===== src/rtl/ready_pack_pkg.sv =====
// rtl/ready_pack_pkg.sv - shared stream helpers for the pack/unpack width converters
package ready_pack_pkg;

    // Width of a lane-count field able to hold 0..ratio.
    function automatic int cnt_width(input int ratio);
        return $clog2(ratio) + 1;
    endfunction

    // Lowest bit index of a lane inside a wide word.
    function automatic int lane_lo(input int lane, input int width);
        return lane * width;
    endfunction

endpackage


===== src/rtl/ready_pack.sv =====
// rtl/ready_pack.sv - ready/valid upsizer packing RATIO narrow words into one wide word
module ready_pack
    import ready_pack_pkg::*;
#(
    parameter int WIDTH = 16,
    parameter int RATIO = 4
) (
    input  logic                         clk,
    input  logic                         arst,
    input  logic                         valid_i,
    input  logic [WIDTH-1:0]             dat_i,
    input  logic                         last_i,
    output logic                         ready_i,
    output logic                         valid_o,
    output logic [WIDTH*RATIO-1:0]       dat_o,
    output logic [cnt_width(RATIO)-1:0]  cnt_o,
    output logic                         last_o,
    input  logic                         ready_o
);

    localparam int CW = cnt_width(RATIO);
    localparam int KW = $clog2(RATIO);

    // Accumulator: lanes not yet written in the current packet are always zero,
    // so a flushed partial word is zero-filled without extra masking.
    logic [WIDTH*RATIO-1:0] acc_word;
    logic [KW-1:0]          k;
    logic                   acc_full;
    logic [CW-1:0]          acc_cnt;
    logic                   acc_last;

    logic                   xfer;
    logic                   at_end;
    logic                   complete;
    logic                   drain;
    logic                   out_free;
    logic                   load_new;
    logic                   hold_new;
    logic                   move_acc;
    logic                   acc_clr;
    logic                   acc_full_next;
    logic [CW-1:0]          k_cnt;
    logic [RATIO-1:0]       lane_we;
    logic [WIDTH*RATIO-1:0] new_word;

    assign xfer     = valid_i & ready_i;
    assign at_end   = (k == KW'(RATIO - 1)) | last_i;
    assign complete = xfer & at_end;
    assign drain    = valid_o & ready_o;
    assign out_free = ~valid_o | ready_o;

    // A completing word bypasses the accumulator when the output frees this cycle.
    assign load_new = complete & out_free;
    assign hold_new = complete & ~out_free;
    assign move_acc = acc_full & drain;
    assign acc_clr  = load_new | move_acc;

    assign acc_full_next = hold_new | (acc_full & ~move_acc);
    assign k_cnt         = CW'(k) + CW'(1);

    // Per-lane write enables and the word presented on a direct load.
    for (genvar j = 0; j < RATIO; j++) begin : g_lane
        assign lane_we[j] = xfer & ~load_new & (k == KW'(j));
        assign new_word[lane_lo(j, WIDTH) +: WIDTH] =
            (k == KW'(j)) ? dat_i : acc_word[lane_lo(j, WIDTH) +: WIDTH];
    end

    // Accumulator lanes: cleared whenever their content leaves for the output.
    always_ff @(posedge clk or negedge arst) begin
        if (!arst) begin
            acc_word <= '0;
        end else if (acc_clr) begin
            acc_word <= '0;
        end else begin
            for (int j = 0; j < RATIO; j++) begin
                if (lane_we[j]) begin
                    acc_word[j*WIDTH +: WIDTH] <= dat_i;
                end
            end
        end
    end

    // Fill pointer, pending-word flag and the registered input ready.
    always_ff @(posedge clk or negedge arst) begin
        if (!arst) begin
            k        <= '0;
            acc_full <= 1'b0;
            acc_cnt  <= '0;
            acc_last <= 1'b0;
            ready_i  <= 1'b1;
        end else begin
            acc_full <= acc_full_next;
            ready_i  <= ~acc_full_next;
            if (complete | move_acc) begin
                k <= '0;
            end else if (xfer) begin
                k <= k + KW'(1);
            end
            if (hold_new) begin
                acc_cnt  <= k_cnt;
                acc_last <= last_i;
            end
        end
    end

    // Output register: load a fresh word, release the held word, or go idle.
    always_ff @(posedge clk or negedge arst) begin
        if (!arst) begin
            valid_o <= 1'b0;
            dat_o   <= '0;
            cnt_o   <= '0;
            last_o  <= 1'b0;
        end else if (load_new) begin
            valid_o <= 1'b1;
            dat_o   <= new_word;
            cnt_o   <= k_cnt;
            last_o  <= last_i;
        end else if (move_acc) begin
            valid_o <= 1'b1;
            dat_o   <= acc_word;
            cnt_o   <= acc_cnt;
            last_o  <= acc_last;
        end else if (drain) begin
            valid_o <= 1'b0;
        end
    end

    // A stalled wide word stays put until the sink takes it.
    a_stable: assert property (@(posedge clk) disable iff (!arst)
        (valid_o && !ready_o) |=> (valid_o && $stable(dat_o) && $stable(cnt_o) && $stable(last_o)));

    // The lane count is always meaningful while a word is offered.
    a_cnt_range: assert property (@(posedge clk) disable iff (!arst)
        valid_o |-> (cnt_o >= CW'(1) && cnt_o <= CW'(RATIO)));

    // No word is accepted while a completed word already waits.
    a_no_loss: assert property (@(posedge clk) disable iff (!arst)
        (valid_i && ready_i) |-> !acc_full);

    // Input side is open right after reset.
    a_ready_rst: assert property (@(posedge clk) $rose(arst) |-> ready_i);

endmodule


===== config.mk =====
export PLATFORM = sky130hd
export DESIGN_NAME = ready_pack
export DESIGN_NICKNAME = d
export VERILOG_FILES = /design/src/rtl/ready_pack_pkg.sv /design/src/rtl/ready_pack.sv
export SDC_FILE = /design/constraint.sdc
export NUM_CORES = 1
export LEC_CHECK = 0
export ABC_AREA = 1
export BUFFER_PORTS_ARGS = -buffer_cell sky130_fd_sc_hd__buf_2
export CORE_MARGIN = 2
export CORE_UTILIZATION = 55
export CTS_BUF_LIST = sky130_fd_sc_hd__clkbuf_2
export CTS_CLUSTER_SIZE = 40
export DETAILED_ROUTE_END_ITERATION = 10
export PLACE_DENSITY = 0.76
export SYNTH_ARGS = -nofsm -noshare
export SYNTH_HDL_FRONTEND = slang
export SYNTH_SLANG_ARGS = --single-unit

===== constraint.sdc =====
create_clock -name clk -period 4.45 [get_ports clk]
set_input_delay 0.445 -clock clk [delete_from_list [all_inputs] [get_ports clk]]
set_output_delay 0.445 -clock clk [all_outputs]
set_load 0.01 [all_outputs]

; ---- Word level (Yosys, flattened, before mapping)
; Cells that the tools add are included.
[classes]
n_mux = 20
n_mul = 0
n_eq_ne = 3
shift = 0
bitwise = 22
div = 0
addsub = 2
order_cmp = 0
n_reduce_logical = 8
[ops]
columns = cell, n
row1 = two-way mux 64 bit, 3
row2 = two-way mux 16 bit, 8
row3 = bitwise AND 1 bit, 12
row4 = nonzero test 2 bit, 6
row5 = two-way mux 3 bit, 2
row6 = two-way mux 1 bit, 5
row7 = NOT 1 bit, 5
row8 = OR 1 bit, 5
row9 = "equality test 2 bit, second input constant", 2
row10 = two-way mux 2 bit, 2
row11 = "adder 2 x 1 -> 3 bit, second input constant", 1
row12 = nonzero test 3 bit, 1
row13 = "adder 2 x 1 -> 2 bit, second input constant", 1
row14 = "equality test 2 x 1 -> 1 bit, second input constant", 1
row15 = zero test 2 bit, 1
[word_totals]
rom_bits = 0
latchBits = 0
mem_count = 0
reg_bits = 141
mem_bits_rw = 0
input_bits = 21
word_cells = 68

; ---- Depth between registers and ports, before layout
[logic_depth]
ltp_word = 9
ltp_mapped = 11
depth_no_buf = 9

; ---- Worst setup path before layout
; OpenSTA, ideal clock, no wires.
[synth_path]
kind = reg-to-reg
start = reg k[0]
end = reg acc_word[10]
t_arrival_ns = 1.473
period_less_slack_ns = 1.591
setup_time_ns = 0.118
required_time_ns = 4.332
path_stages_with_launch = 10
path_slack_ns = 2.859
path_cell_list = dfrtp_1 inv_1 ha_1 buf_4 inv_2 nor2_2 inv_2 buf_2 nand4_1 nand2_1
[synth_via]
elab_chain_cells = 8
[synth_lines]
columns = item, line
row1 = "start, declared", ready_pack.sv:27  ; logic [KW-1:0] k;
row2 = "start signal, assigned", ready_pack.sv:97  ; k <= k + KW'(1);
row3 = equality test 2 bit, ready_pack.sv:47  ; assign at_end = (k == KW'(RATIO - 1)) | last_i;
row4 = OR 1 bit, ready_pack.sv:47
row5 = bitwise AND 1 bit, ready_pack.sv:48  ; assign complete = xfer & at_end;
row6 = bitwise AND 1 bit, ready_pack.sv:53  ; assign load_new = complete & out_free;
row7 = NOT 1 bit, ready_pack.sv:63  ; assign lane_we[j] = xfer & ~load_new & (k == KW'(j));
row8 = bitwise AND 1 bit (2 in series), ready_pack.sv:63
row9 = nonzero test 2 bit (no source line), --
row10 = "end signal, assigned by index", ready_pack.sv:77  ; acc_word[j*WIDTH +: WIDTH] <= dat_i;
row11 = "end, declared", ready_pack.sv:26  ; logic [WIDTH*RATIO-1:0] acc_word;
; Parallel ways exist; a longest one is shown, timed or not.
; A chain may end at the register's enable or synchronous reset.

; ---- Worst setup path after layout
[layout_path]
start = reg k[0]
end = reg acc_word[43]
; Same word-level chain as after synthesis.

==> impl_metrics.toml <==
[detailed_routing]
wl_per_cell_um = 15.2
routed_wl_um = 19000
drtPass1Iterations = 5
drtAntennaViolNets = 0
drc_errors = 0
vias = 6964
via_per_inst = 5.57
drt_iter0_markers = 763

[die]
die_area_mm2 = 0.0147
die_w_um = 121
core-area_mm2 = 0.0133
row_count = 42
io_pins = 91
die_y_um = 121
initial_core_util = 0.567

[logic_synthesis]
synth_cell_type_count = 20
syn-mean-instance-area_um2 = 7.30
syn_nets = 1057
yosys_warnings = 0
netlist_area_mm2 = 0.00754
ys_seq_area_frac = 0.468
synth_seq_cells = 141
syn-instance-count = 1032

[placed_design]
io_buffers = 90
gp_congestion = 0.836
dp_slack_ps = 1800
hpwl_um = 10900
placed_cell_area_mm2 = 0.00783

[sta]
rsz0062_at_grt = "false"
fin_crit_sh = 0.623
drv_slew = 0
max_slew_margin = 0.284
skew_ps = 33.6
final-setup-viol-count = 0
max_freq_mhz = 361
hold_viol = 0
tns_ps = 0
tightest_slew_ps = 1070
whs_ps = 62.0
layout_min_cycle_time_ps = 2770
setup_slack_ps = 1680

[layout]
drive_above_1_share = 0.135
final_core_util = 0.613
fillCellCount = 1221
multi_input_comb_area_mm2 = 0.00342
ff_latch_area_mm2 = 0.00353
diodes = 0
finalInstanceArea_mm2 = 0.00815
area_growth_pct = 8.12
fin_nets = 1088

[cts]
cts_root_buffer = "clkbuf_2"
clk_pin_slew_ps = 200
clkSinkCount = 141
htreeDepth = 4
numCtsBuffers = 17
cts_max_path_buffers = 2
cts_tree = "built"
clk_latency_ps = 750

[hold_path]
hp-class = "input pin to flip-flop"
holdPathStages = 3

[global_route]
grt_start_max_net_pins = 113
overflow = 0
grt_pass1_vias = 6072
antenna_found_initial = 0
grt_first_pass_wirelength_um = 31100
track_usage = 0.271

[power_and_ir_drop]
peakVddDrop_uv = 360
p_leak_nw = 4.77
power.density_mw_per_mm2 = 599

[critical_path]
crit_arrival_ps = 3420
rr_worst_depth = 7
cp-start-kind = "flip-flop"
slowest_delay_ps = 610
regToRegSetupSlack_ps = 1680
critical_path.most_common_cell = "inv_2"
cp.required_ps = 5100
critical_path_class = "flip-flop to flip-flop"
critPathSlowestCell = "nor2_2"
path_cells = "inv_1 -> ha_1 -> inv_2 -> nor2_2 -> inv_2 -> nand4_1 -> nand2_1"
endpoint_kind = "flip-flop"
worstPathMaxFanout = 17

[run]
cap_violations = 0

[outcome]
status = "finished clean"
layout by cell type (no fill, tap or decap), drive strengths merged:
master	instances
clkinv	9
o22ai	1
nand3	77
nor2	9
nand3b	17
ha	4
nand4	128
dfrtp	140
clkbuf	19
dlygate4sd3	10
bufinv	3
o21ai	4
dfstp	1
buf	98
inv	36
nand2	519
cells in the mapped netlist:
cell type	instances	area, um2
buf_1	5	18.8
buf_4	14	105
inv_2	10	37.5
o22ai_1	1	6.26
o21ai_0	4	20.0
nand2_2	3	18.8
buf_2	46	230
nand3b_1	17	128
ha_1	4	50.1
nor2_4	1	11.3
nor2_1	4	15.0
inv_1	26	97.6
clkbuf_1	31	116
nor2_2	4	25.0
dfstp_2	1	26.3
nand3_2	1	10.0
nand3_1	76	380
nand4_1	128	801
dfrtp_1	140	3500
nand2_1	516	1940
worst paths after layout:
kind,end,startpoint
worst max-delay path,acc_word[43]$_DFFE_PN0P_,k[0]$_DFFE_PN0P_
worst min-delay path,acc_word[24]$_DFFE_PN0P_,dat_i[8]
worst max register to register,acc_word[43]$_DFFE_PN0P_,k[0]$_DFFE_PN0P_
worst min register to register,dat_o[23]$_DFFE_PN0P_,dat_o[23]$_DFFE_PN0P_
max in group asynchronous,dat_o[23]$_DFFE_PN0P_,arst
min in group asynchronous,acc_word[55]$_DFFE_PN0P_,arst
routing by layer:
layer / track usage / wire length [um] / share of wire / vias up
met1: 0.397 / 8620 / 0.45 / 3253
met4: 0.115 / 574 / 0.030 / 0
li1: - / - / - / 3425
met2: 0.391 / 8340 / 0.44 / 249
met3: 0.0540 / 1490 / 0.078 / 37
met5: 0 / 0 / 0 / -
stage by stage:
| stage | power, mW | cells |
|---|---|---|
| detailed placement | 4.14 | 1210 |
| global placement | 4.09 | 1210 |
| CTS | 4.90 | 1251 |
| finish | 4.88 | 1251 |
| floorplan | 3.59 | 1032 |
| global route | 5.30 | 1251 |
cell type report:
class	instances	area share
multi-input cells	759	0.420
flip-flops and latches	141	0.433
clock inverters	12	0.0157
clock buffers	19	0.0117
inverters	36	0.0166
well taps	176	0.0270
repair buffers	108	0.0757
cell families after synthesis:
| group | share of synthesized area |
|---|---|
| compound gates | 0.00349 |
| buf+inv | 0.0803 |
| fa+ha+maj | 0.00664 |
| simple gates | 0.441 |
| flops | 0.468 |
flip-flops by register name (all words and copies together), names as in the netlist:
register,cells
valid_o,1
ready_i,1
acc_word,64
acc_full,1
cnt_o,3
dat_o,64
last_o,1
acc_cnt,3
acc_last,1
k,2
power breakdown:
group          internal, mW  switching, mW  total (mW)
logic                 0.702           1.38        2.08
clock network         0.301          0.451       0.753
registers              1.75          0.294        2.05
worst max-delay path: cells and delay by family (launching register included):
family                   cells  cell delay (ps)
buffers and inverters        3              760
AND/OR/NAND/NOR              3              850
flip-flops                   1              450
adder cells (fa/ha/maj)      1              600
what timing repair did:
action                                 4_1_cts  5_1_grt
resized for setup                            0        0
hold buffers                                10        0
buffers inserted                             0        0
endpoints found under the hold margin      126        0
No activity file was read; power rests on OpenSTA's default activity.
